==> src/rtl/csr_ctrl.sv <==
// CSR/trap sequencer between execute and the machine-mode CSR file.
// Owns the Zicsr read-modify-write so the CSR file is plain storage.
module csr_ctrl #(
  parameter int XLEN   = 32,
  parameter int CSR_AW = 12
) (
  input  logic              clk_i,
  input  logic              rst_i,
  input  logic              valid_i,
  output logic              ready_o,
  input  logic [2:0]        op_i,
  input  logic              is_ecall_i,
  input  logic              is_mret_i,
  input  logic [CSR_AW-1:0] csr_addr_i,
  input  logic [XLEN-1:0]   rs1_data_i,
  input  logic [4:0]        zimm_i,
  input  logic              rs1_zero_i,
  input  logic [XLEN-1:0]   pc_i,
  input  logic [XLEN-1:0]   csr_rdata_i,
  output logic [CSR_AW-1:0] csr_addr_o,
  output logic              csr_wen_o,
  output logic [XLEN-1:0]   csr_wdata_o,
  output logic              ecall_o,
  output logic              mret_o,
  output logic [XLEN-1:0]   mepc_o,
  output logic [XLEN-1:0]   mcause_o,
  output logic              valid_o,
  input  logic              ready_i,
  output logic [XLEN-1:0]   rd_data_o,
  output logic              redirect_o,
  output logic [XLEN-1:0]   redirect_pc_o
);

  typedef enum logic [2:0] {
    S_IDLE, S_READ, S_WRITE, S_TRAP, S_RET, S_RESP
  } state_t;

  state_t            r_state;
  state_t            w_next;
  logic              r_redirect;
  logic [2:0]        r_op;
  logic [CSR_AW-1:0] r_addr;
  logic [XLEN-1:0]   r_rs1;
  logic [XLEN-1:0]   r_pc;
  logic [XLEN-1:0]   r_old;
  logic [XLEN-1:0]   r_rpc;
  logic [4:0]        r_zimm;
  logic              r_rs1_zero;
  logic              w_accept;
  logic [XLEN-1:0]   w_src;

  function automatic logic [XLEN-1:0] rmw_f(input logic [2:0] op,
                                            input logic [XLEN-1:0] old,
                                            input logic [XLEN-1:0] src);
    case (op[1:0])
      2'b01:   rmw_f = src;
      2'b10:   rmw_f = old | src;
      2'b11:   rmw_f = old & ~src;
      default: rmw_f = '0;
    endcase
  endfunction

  // Set/clear with a zero source is a pure read and must not side-effect the CSR.
  function automatic logic wen_f(input logic [2:0] op, input logic [4:0] zimm,
                                 input logic rs1_zero);
    if (op[1:0] == 2'b00)
      wen_f = 1'b0;
    else if (op[1] && !op[2])
      wen_f = !rs1_zero;
    else if (op[1] && op[2])
      wen_f = (zimm != 5'd0);
    else
      wen_f = 1'b1;
  endfunction

  assign w_accept = valid_i & ready_o;
  assign w_src    = r_op[2] ? {{(XLEN-5){1'b0}}, r_zimm} : r_rs1;

  always_ff @(posedge clk_i or negedge rst_i) begin
    if (!rst_i) begin
      r_state    <= S_IDLE;
      r_redirect <= 1'b0;
    end else begin
      r_state <= w_next;
      if (w_accept)
        r_redirect <= is_ecall_i | is_mret_i;
    end
  end

  // Datapath latches: only observed through state-gated outputs, so no reset.
  always_ff @(posedge clk_i) begin
    if (w_accept) begin
      r_op       <= op_i;
      r_addr     <= csr_addr_i;
      r_rs1      <= rs1_data_i;
      r_zimm     <= zimm_i;
      r_pc       <= pc_i;
      r_rs1_zero <= rs1_zero_i;
    end
    if (r_state == S_READ)
      r_old <= csr_rdata_i;
    if (r_state == S_TRAP || r_state == S_RET)
      r_rpc <= csr_rdata_i;
  end

  always_comb begin
    w_next = r_state;
    case (r_state)
      S_IDLE: begin
        if (valid_i) begin
          if (is_ecall_i)     w_next = S_TRAP;
          else if (is_mret_i) w_next = S_RET;
          else                w_next = S_READ;
        end
      end
      S_READ:  w_next = S_WRITE;
      S_WRITE: w_next = S_RESP;
      S_TRAP:  w_next = S_RESP;
      S_RET:   w_next = S_RESP;
      S_RESP:  if (ready_i) w_next = S_IDLE;
      default: w_next = S_IDLE;
    endcase
  end

  always_comb begin
    ready_o       = (r_state == S_IDLE);
    csr_addr_o    = '0;
    csr_wen_o     = 1'b0;
    csr_wdata_o   = '0;
    ecall_o       = 1'b0;
    mret_o        = 1'b0;
    mepc_o        = '0;
    mcause_o      = '0;
    valid_o       = 1'b0;
    rd_data_o     = '0;
    redirect_o    = 1'b0;
    redirect_pc_o = '0;
    case (r_state)
      S_READ: csr_addr_o = r_addr;
      S_WRITE: begin
        csr_addr_o  = r_addr;
        csr_wen_o   = wen_f(r_op, r_zimm, r_rs1_zero);
        csr_wdata_o = rmw_f(r_op, r_old, w_src);
      end
      S_TRAP: begin
        ecall_o  = 1'b1;
        mepc_o   = r_pc;
        mcause_o = XLEN'(11);
      end
      S_RET: mret_o = 1'b1;
      S_RESP: begin
        valid_o       = 1'b1;
        redirect_o    = r_redirect;
        redirect_pc_o = r_redirect ? r_rpc : '0;
        rd_data_o     = r_redirect ? '0 : r_old;
      end
      default: ;
    endcase
  end

endmodule

==> config.mk <==
export PLATFORM = sky130hd
export DESIGN_NAME = csr_ctrl
export DESIGN_NICKNAME = d
export VERILOG_FILES = /design/src/rtl/csr_ctrl.sv
export SDC_FILE = /design/constraint.sdc
export NUM_CORES = 1
export LEC_CHECK = 0
export BUFFER_PORTS_ARGS = -buffer_cell sky130_fd_sc_hd__clkbuf_2
export CORE_MARGIN = 2
export CORE_UTILIZATION = 43
export CTS_CLUSTER_DIAMETER = 60
export DETAILED_ROUTE_END_ITERATION = 16
export PLACE_DENSITY = 0.77
export SYNTH_ARGS = -nofsm -noshare
export SYNTH_HDL_FRONTEND = slang
export SYNTH_SLANG_ARGS = --single-unit
==> constraint.sdc <==
create_clock -name clk_i -period 3.55 [get_ports clk_i]
set_input_delay 0.71 -clock clk_i [delete_from_list [all_inputs] [get_ports clk_i]]
set_output_delay 0.71 -clock clk_i [all_outputs]
set_load 0.02 [all_outputs]
**After elaboration in Yosys (flattened, before gate mapping)**

Cells that the tools add are included.

- Bits in registers: 153
- Output and inout port bits: 178
- Logic and storage cells: 59

- Eq/ne operators: 10
- Multiplexer cells: 23
- Bitwise gates (word level): 5
- Reduce and logical (&&, ||, !) cells: 11

Operators by type and width:

| kind | count |
|---|---|
| $mux W32 | 7 |
| $pmux W32 S3 | 1 |
| $and A32 B32 Y32 | 1 |
| $not A32 Y32 | 1 |
| $or A32 B32 Y32 | 1 |
| $mux W12 | 1 |
| $mux W3 | 4 |
| $pmux W3 S4 | 1 |
| $mux W1 | 8 |
| $eq A3 B2 Y1 const B | 2 |
| $eq A3 B3 Y1 const B | 2 |
| $reduce_bool A5 Y1 | 1 |
| $eq A2 B2 Y1 const B | 2 |
| $mux W4 | 1 |
| $ne A2 B2 Y1 const B | 2 |
| $eq A3 B1 Y1 const B | 1 |
| $logic_not A3 Y1 | 1 |
| $reduce_or A3 Y1 | 1 |
| $eq A2 B1 Y1 const B | 1 |
| $logic_and A1 B1 Y1 | 2 |
| $logic_not A1 Y1 | 2 |
| $logic_not A2 Y1 | 1 |
| $reduce_and A2 Y1 | 1 |
| $reduce_or A2 Y1 | 1 |
| 3 further kinds | 3 |

**Depth between registers and ports, before layout**

Gate-level depths: netlist of run 1.

- Word-level depth: 5
- Depth in mapped cells: 6
- Depth with buffers taken out: 4

**Worst setup path before layout of run 1**

No wires, ideal clock.

- Kind: register -> register
- Start: register r_state[1]
- End: register r_old[0] (enable)
- Data arrival time: 2.991 ns
- Required time: 3.082 ns
- Slack: 0.092 ns
- Cell stages (with the launch flop): 3
- Path buffers: 1
- Period minus slack after synthesis: 3.458 ns
- Cells stage by stage: dfrtp_1 -> buf_6 -> nor3b_1

- Cells in the longest elaborated chain, start to end: 1

RTL lines:

| element | line | RTL |
|---|---|---|
| start, declared | 38 | `state_t r_state;` |
| start signal, assigned | 84 | `r_state <= w_next;` |
| $eq A3 B1 Y1 | 100 | `if (r_state == S_READ)` |
| end signal, assigned | 101 | `r_old <= csr_rdata_i;` |
| end, declared | 45 | `logic [XLEN-1:0] r_old;` |

No other way between the ends.
A chain may end at the register's enable or synchronous reset.

**Worst setup path in the final report of run 1**

- Start: register r_state[1]
- End: output port csr_wdata_o[9]

- Cells in the longest elaborated chain, start to end: 2

RTL lines:

| element | line | RTL |
|---|---|---|
| $eq A3 B2 Y1 | 138 | `case (r_state)` |
| $mux W32 | 138 |  |
| end, declared | 22 | `output logic [XLEN-1:0] csr_wdata_o,` |

No other way between the ends.

==> results.md, run 1 <==
- The run finished with clean final reports.
- The accumulated negative setup slack is 0 ns.
- The clock latency on the worst-skew pair is 0.41 ns.
- At the worst endpoint, the arrival time is 2.47 ns.
- On the worst path, the slowest cell contributes a delay of 0.70 ns.
- The number of primary I/O pins is 301.
- The slew at the pin closest to its max-slew limit is 0.916 ns.
- Summing internal, switching and leakage power gives 6.36 mW.
- No sink is reached through more buffers than the 2 on the longest clock path.
- The number of warnings printed during yosys synthesis is 0.
- The count of pins over their slew limit is 0.
- In this run, the number of DRC markers left after iteration 0 of detailed routing was 270.
- The maximum level of the CTS H-tree is 4.
- The half-perimeter wire length after placement is 11700 um.
- The portion of the post-synthesis area used by sequential elements is 0.676.
- The per-cell via count in the routed design is 4.78.
- The share of synthesized area in the top cell type comes to 0.661.
- In the final layout, the share of cells above drive strength 1 is 0.423.
- After detailed routing, the total wire length is 16500 um.
- The most used standard cell by instance count after synthesis is sky130_fd_sc_hd__edfxtp_1.
- The buffer cell driving the clock tree root is sky130_fd_sc_hd__clkbuf_16.
- The mean instance size in the synthesized netlist is 13.7 um2.
- Post-CTS timing repair inserted 0 buffers for setup.
- In this design, the largest share of critical-path delay is due to flip-flops.
- The maximum clock rate is 0.315 GHz.
- Setup violations remaining at the end of the flow were counted as 0.
- The floorplan step defined a die boundary enclosing 16800 um2.
- For this run, the leading register cell type out of synthesis is sky130_fd_sc_hd__edfxtp_1.
- Synthesis inferred 153 register bits.
- Traced cell by cell, the critical path runs through nand3b_2, buf_4, a21oi_1, clkbuf_2.
- The commonest cells after synthesis are 149 x sky130_fd_sc_hd__edfxtp_1, 77 x sky130_fd_sc_hd__and2_1, 38 x sky130_fd_sc_hd__a21oi_1, 35 x sky130_fd_sc_hd__buf_4, 33 x sky130_fd_sc_hd__and3_1.
- For this run, the post-layout net count is 878.
- The initial utilization of the core area, before any placement, comes to 0.442.
- The number of remaining DRC errors is 0.
- The number of failing hold endpoints at the final stage is 0.
- The count of flip-flops with a built-in enable after synthesis is 149.
- VDD sags by at most 0.505 mV.
- In the final routed layout, each cell accounts on average for 16.9 um.
- The count of maximum capacitance violations is 0.
- The minimum period implied by the final worst setup slack is 3.18 ns.
- After global routing the overflow that remains totals 0.
- In this run the standard cell core region covers 15300 um2.
- Measured along the y axis, the die boundary spans 129 um.
- The maximum fanout along the worst path is 26.
- The number of iterations in the first detailed-routing pass is 4.
- The critical path start-end classification is reg2out.
- The share of flip-flops with an asynchronous set or reset is 0.0261.
- The number of buffers added by the clock tree synthesis step is 17.
- The number of buffers added to fix hold violations after cts is 0.
- Setup repair after global routing left no endpoint under its margin.
- The number of rows created at floorplan is 45.
- The area added between synthesis and finish is 28.2%.
- The cell type of the slowest stage on the worst timing path is sky130_fd_sc_hd__dfrtp_1.
- In this run the static leakage power is 3.83 nW.
- The largest clock skew in the final design is 0.00629 ns.
- The clock drives 153 sinks.
- The first global-routing pass estimated 24500 um of wire.
- After clock tree synthesis, the repair step resized 0 gates.
- The area of the mapped netlist is 6770 um2.
- The number of buffers inserted by port buffering is 271.
- The critical path capture point type is a primary output.
- The horizontal die dimension is 129 um.
- The worst pin sits at a relative slew slack of 0.389.
- Of the available clock period, the critical path in the final layout requires 0.895.
- The count of cell types in the netlist is 38.
- The via count of the first global-routing pass was 4585.
- The number of antenna-violating nets in the routed design is 0.
- Power spread over the standard cell area amounts to 732 nW/um2.
- The global-route total usage across every layer is 0.198.
- The biggest area contributor in the post-synthesis netlist is sky130_fd_sc_hd__edfxtp_1.
- The CTS clock-pin slew for the worst setup and hold paths is 0.06 ns.
- STA puts the critical path data required time at 2.84 ns.
- Sorting the synthesized cells by area gives the leading types as sky130_fd_sc_hd__edfxtp_1 66%, sky130_fd_sc_hd__and2_1 7.1%, sky130_fd_sc_hd__buf_4 3.9%.
- The tightest min-delay check is of the in2async type.
- The total buffers and inverters traversed by the critical path is 2.
- The number of cells produced by synthesis is 495.
- STA classifies the critical path startpoint as a flop.
- Entering global routing, the biggest net connects 56 pins.
- The routed via count is 4683.
- The number of antenna violations at the first check in global routing was 0.
- The congestion estimate from routability-driven global placement came to 0.749.
- The TritonCTS clock tree is done.
registers in the layout, indices dropped and copies added (netlist names):
register and count:
r_old 32, r_pc 32, r_rpc 32, r_rs1 32
r_addr 12, r_zimm 5, r_op 3, r_state 3
r_redirect 1, r_rs1_zero 1
worst register-to-register path: stages (launching register included):
cell	delay, ns
sky130_fd_sc_hd__dfrtp_1	0.70
sky130_fd_sc_hd__and3_1	0.56
sky130_fd_sc_hd__or2_2	0.81
placed cells by master (no fill, tap or decap), drive strengths merged, types with 3 or more instances in the layout:
cell type  netlist  routed
inv             29      35
nand3b          29      29
conb             1      29
edfxtp         149     149
and3            33      33
clkbuf          11     288
nand2            4       4
o211ai          27      27
nor2            11      11
nor3             4       4
and2            78      78
buf             55       8
dfrtp            4       4
a21oi           38      38
mux2             3       3
clkinv           0       5
logic make-up (layout without fill, tap and decap cells):
group	Yosys count	in the layout	share of synthesized area
DFF	153	153	0.676
muxes	5	5	0.00795
xor gates and xnor gates	1	1	0.00129
buffers and inverters	95	340	0.0882
AOI/OAI and AO/OA	71	71	0.0638
other	1	30	0.000554
and+or+nand+nor	169	169	0.163
through the flow:
step	util	hold slack, ns	area [um2]	cells	worst slack [ns]
detailed placement	0.528	0.518	8090	947	0.786
global placement	0.528	0.519	8090	947	0.850
CTS	0.567	0.0602	8680	979	0.326
floorplan	-	0.414	6880	523	0.0915
global route	0.567	0.0673	8680	979	0.175
finish	0.567	0.0840	8680	980	0.372
power breakdown:
part           switching, mW  total [mW]  internal (mW)
Combinational           1.26        1.81          0.547
Sequential             0.201        2.75           2.54
Clock                  0.751        1.80           1.05
Total                   2.21        6.36           4.14
layout make-up:
cell class	count	area, um2
fill	1290	6640
sequential	153	4570
multi-input combinational	275	1710
timing repair buffer	279	1430
clock buffer	17	425
tap	211	264
clock inverter	15	166
inverter	29	109
antenna	1	2.50
metal layers:
| layer | global-route usage | wire [um] |
|---|---|---|
| met5 | 0 | 0 |
| met1 | 0.228 | 6460 |
| met4 | 0.0658 | 209 |
| met3 | 0.0661 | 1400 |
| met2 | 0.350 | 8450 |
worst paths after layout:
check                      startpoint  slack [ns]             end  cells past startpoint
max                        r_state[1]        0.37  csr_wdata_o[9]                      4
min                             rst_i        0.08      r_state[1]                      1
min reg2reg                r_state[2]        0.69      r_state[1]                      1
min in group clk_i          zimm_i[2]        0.47       r_zimm[2]                      1
max in group asynchronous       rst_i        3.34      r_redirect                      1
max reg2reg                r_state[1]        1.08       r_rpc[12]                      2
Note: power is estimated with default switching activity, not from simulation.
==> run 2, diff against run 1 <==
- clock period: 3.55 -> 2.7 ns (I/O delays scaled with it)
==> run 2 against run 1 <==
  * Non-clock buffer count is 13 higher
  * Highest routed layer unchanged
  * Largest cell class unchanged
  * Total power increased by 32%
  * Routed wire length rose by 1.8%
  * Clock skew decreased by 0.00069 ns
  * First-iteration DRC count down 8.9%
  * Critical path type unchanged
  * Largest power group unchanged
  * Critical path depth is 1 higher
  * Combinational power up 46%
==> results.md, run 2 (synthesized netlist as in run 1, its figures left out) <==
- The run finished with clean final reports.
- Setup repair after global routing left no endpoint under its margin.
- The worst ir drop on vdd came to 0.612 mV (+21%).
- The placer's final routability congestion estimate is 0.780 (+4.1%).
- The number of failing hold endpoints at the final stage is 0 (unchanged).
- The setup slack at placement is 0.531 ns (-0.255 ns).
- The number of antenna-violating nets in the routed design is 0 (unchanged).
- The via count of the first global-routing pass is 4627 (+0.92%).
- The post-route cell area came to 8810 um2 (+1.5%).
- The accumulated negative setup slack came to 0 ns (unchanged).
- The maximum level of the CTS H-tree is 4 (unchanged).
- The number of rows created at floorplan is 45 (unchanged).
- The standard cell area after detailed placement is 8230 um2 (+1.8%).
- The count of pins over their slew limit is 0 (unchanged).
- The wire length per cell after detailed routing is 17.0 um (+0.64%).
- The buffer cell driving the clock tree root is sky130_fd_sc_hd__clkbuf_16.
- The share of final-layout standard cells stronger than drive strength 1 is 0.429 (+0.00631).
- The total buffers and inverters traversed by the critical path came to 1 (-1).
- The half-perimeter wire length after placement was 11700 um (+0.45%).
- The number of antenna violations at the first check in global routing is 0 (unchanged).
- The kind of cell with the highest combined delay on the critical path is simple AND/OR/NAND/NOR gates.
- The most frequent standard cell in the layout excluding fill and tap cells is sky130_fd_sc_hd__clkbuf_2.
- The share of the core filled with cells is 0.575 (+0.00825).
- The number of buffers on the longest clock path is 2 (unchanged).
- The maximum fanout along the worst path is 15 (-42%).
- The worst reg2reg path depth came to 4 (+2).
- Counting instances, the worst hold path has a depth of 1.
- TritonCTS built the clock tree.
- The arrival time reported for the critical path endpoint came to 2.02 ns (-0.45 ns).
- The area added between synthesis and finish is 30.1%.
- The total detailed-routing wirelength is 16800 um (+1.8%).
- The number of iterations in the first detailed-routing pass was 5 (+1).
- The routed via count is 4841 (+3.4%).
- In the finished design, the share of the clock period the worst path needs comes to 0.949.
- The pin count of the biggest net entering global routing is 45 (-20%).
- The standard cell core area was 15300 um2 (unchanged).
- The number of buffers inserted by port buffering was 271 (unchanged).
- The global-route total usage across every layer was 0.196 (-0.00216).
- The cell area power density is 955 nW/um2 (+30%).
- The count of antenna diodes in the layout is 0 (-1).
- The number of primary I/O pins is 301 (unchanged).
- The count of maximum capacitance violations is 0 (unchanged).
- The wire length of the first global-routing pass is 24000 um (-2.0%).
- The minimum period implied by the final worst setup slack is 2.56 ns.
- met2 is the most crowded layer.
- The number of buffers added by the clock tree synthesis step was 17 (unchanged).
- The number of violations reported at the end of detailed-routing iteration 0 came to 246 (-8.9%).
- The smallest hold slack is 0.299 ns (+0.215 ns).
- The number of placed cells counting well taps is 959 (+1.3%).
- Based on the critical path, the design can be clocked at up to 0.390 GHz.
- The critical path capture point type is a primary output.
- The initial cell density of the core came to 0.442 (unchanged).
- The quantity of gates resized following cts is 0 (unchanged).
- The clock latency on the worst-skew pair is 0.41 ns (about the same).
- The static leakage is 3.89 nW (+1.5%).
- The horizontal die dimension is 129 um (unchanged).
- The met3 track demand over resource in global routing was 0.0780 (+0.0120).
- The critical path is of the reg2out type.
- The number of remaining DRC errors is 0 (unchanged).
- The total die area was 16800 um2 (unchanged).
- The total of endpoints with negative setup slack in the final report is 0 (unchanged).
- The top cell types in the final layout, fill and taps aside, are 271 x sky130_fd_sc_hd__clkbuf_2, 149 x sky130_fd_sc_hd__edfxtp_1, 77 x sky130_fd_sc_hd__and2_1.
- The sum of overflow across all layers after global routing is 0 (unchanged).
- The floorplan die height came to 129 um (unchanged).
- The signal on the critical path passes through nor2b_2, or2_4, nand3b_1, a21oi_1, clkbuf_2.
- The relative slew slack came to 0.635 (+0.246).
- The critical path data required time was 2.16 ns (-0.68 ns).
- The per-cell via count in the routed design is 4.88 (+2.2%).
- The largest clock skew in the final design was 0.00559 ns (-0.000693 ns).
- The post-layout instance count excluding filler cells was 991 (+1.1%).
- The layout net count was 892 (+1.6%).
- The maximum single-stage delay on the critical path is 0.43 ns (-0.27 ns).
- The number of fill cells is 1273 (-1.3%).
- The CTS clock-pin slew for the worst setup and hold paths came to 0.06 ns (about the same).
- The overall power after layout is 8.41 mW (+32%).
- The worst-case setup margin in the final layout came to 0.137 ns (-0.234 ns).
- The class of the worst hold path is in2reg.
- The type of element launching the critical path is a flop.
- The met2 usage in global routing is 0.342 (-0.00774).
- The number of sinks on the clock net is 153 (unchanged).
- The slew at the pin closest to its max-slew limit is 0.546 ns (-0.370 ns).
- The number of cells on the critical path is 5 (+1).
- The routing usage on met1 was 0.221 (-0.00718).
- The cell type of the slowest stage on the worst timing path is sky130_fd_sc_hd__edfxtp_1.
[run 2: cell types whose count changed in the layout (fill, tap and decap cells not counted), sizes merged]
cell,before,now
clkinv,5,2
diode,1,0
dlygate4sd3,0,1
clkinvlp,2,5
buf,8,20
inv,35,31
or2,2,3
clkbuf,288,290
[run 2: power breakdown]
| part | switching [mW] | internal [mW] | total (mW) | leakage [nW] |
|---|---|---|---|---|
| Sequential | 0.195 | 3.34 | 3.53 | 1.42 |
| Combinational | 1.78 | 0.860 | 2.64 | 2.21 |
| Clock | 0.889 | 1.35 | 2.24 | 0.258 |
| Total | 2.86 | 5.55 | 8.41 | 3.89 |
[run 2: per-layer routing]
metal,part of all wire,up-vias
li1,-,2253
met1,0.37,2293
met2,0.51,277
met3,0.10,18
met4,0.011,0
met5,0,-
[run 2: timing repair]
action                                 4_1_cts  5_1_grt
endpoints found under the hold margin        4        0
buffers inserted                             0        0
setup endpoints to repair                    0        1
hold buffers                                 1        0
[run 2: path summary, 6_finish.rpt]
path,start,slack (ns),end
max in group asynchronous,rst_i,2.12,r_redirect
worst min register to register,r_state[2],0.65,r_state[1]
min in group asynchronous,rst_i,0.46,r_state[2]
worst max register to register,r_state[1],0.87,r_pc[14]
worst min-delay path,rs1_data_i[31],0.30,r_rs1[31]
worst max-delay path,r_op[1],0.14,csr_wdata_o[30]
[run 2: final cells by class]
class	count	area, um2	area share
clock inverters	11	125	0.0142
flip-flops and latches	153	4570	0.519
clock buffers	19	433	0.0492
inverters	29	109	0.0124
multi-input cells	276	1720	0.196
repair buffers	292	1580	0.179
well taps	211	264	0.0300
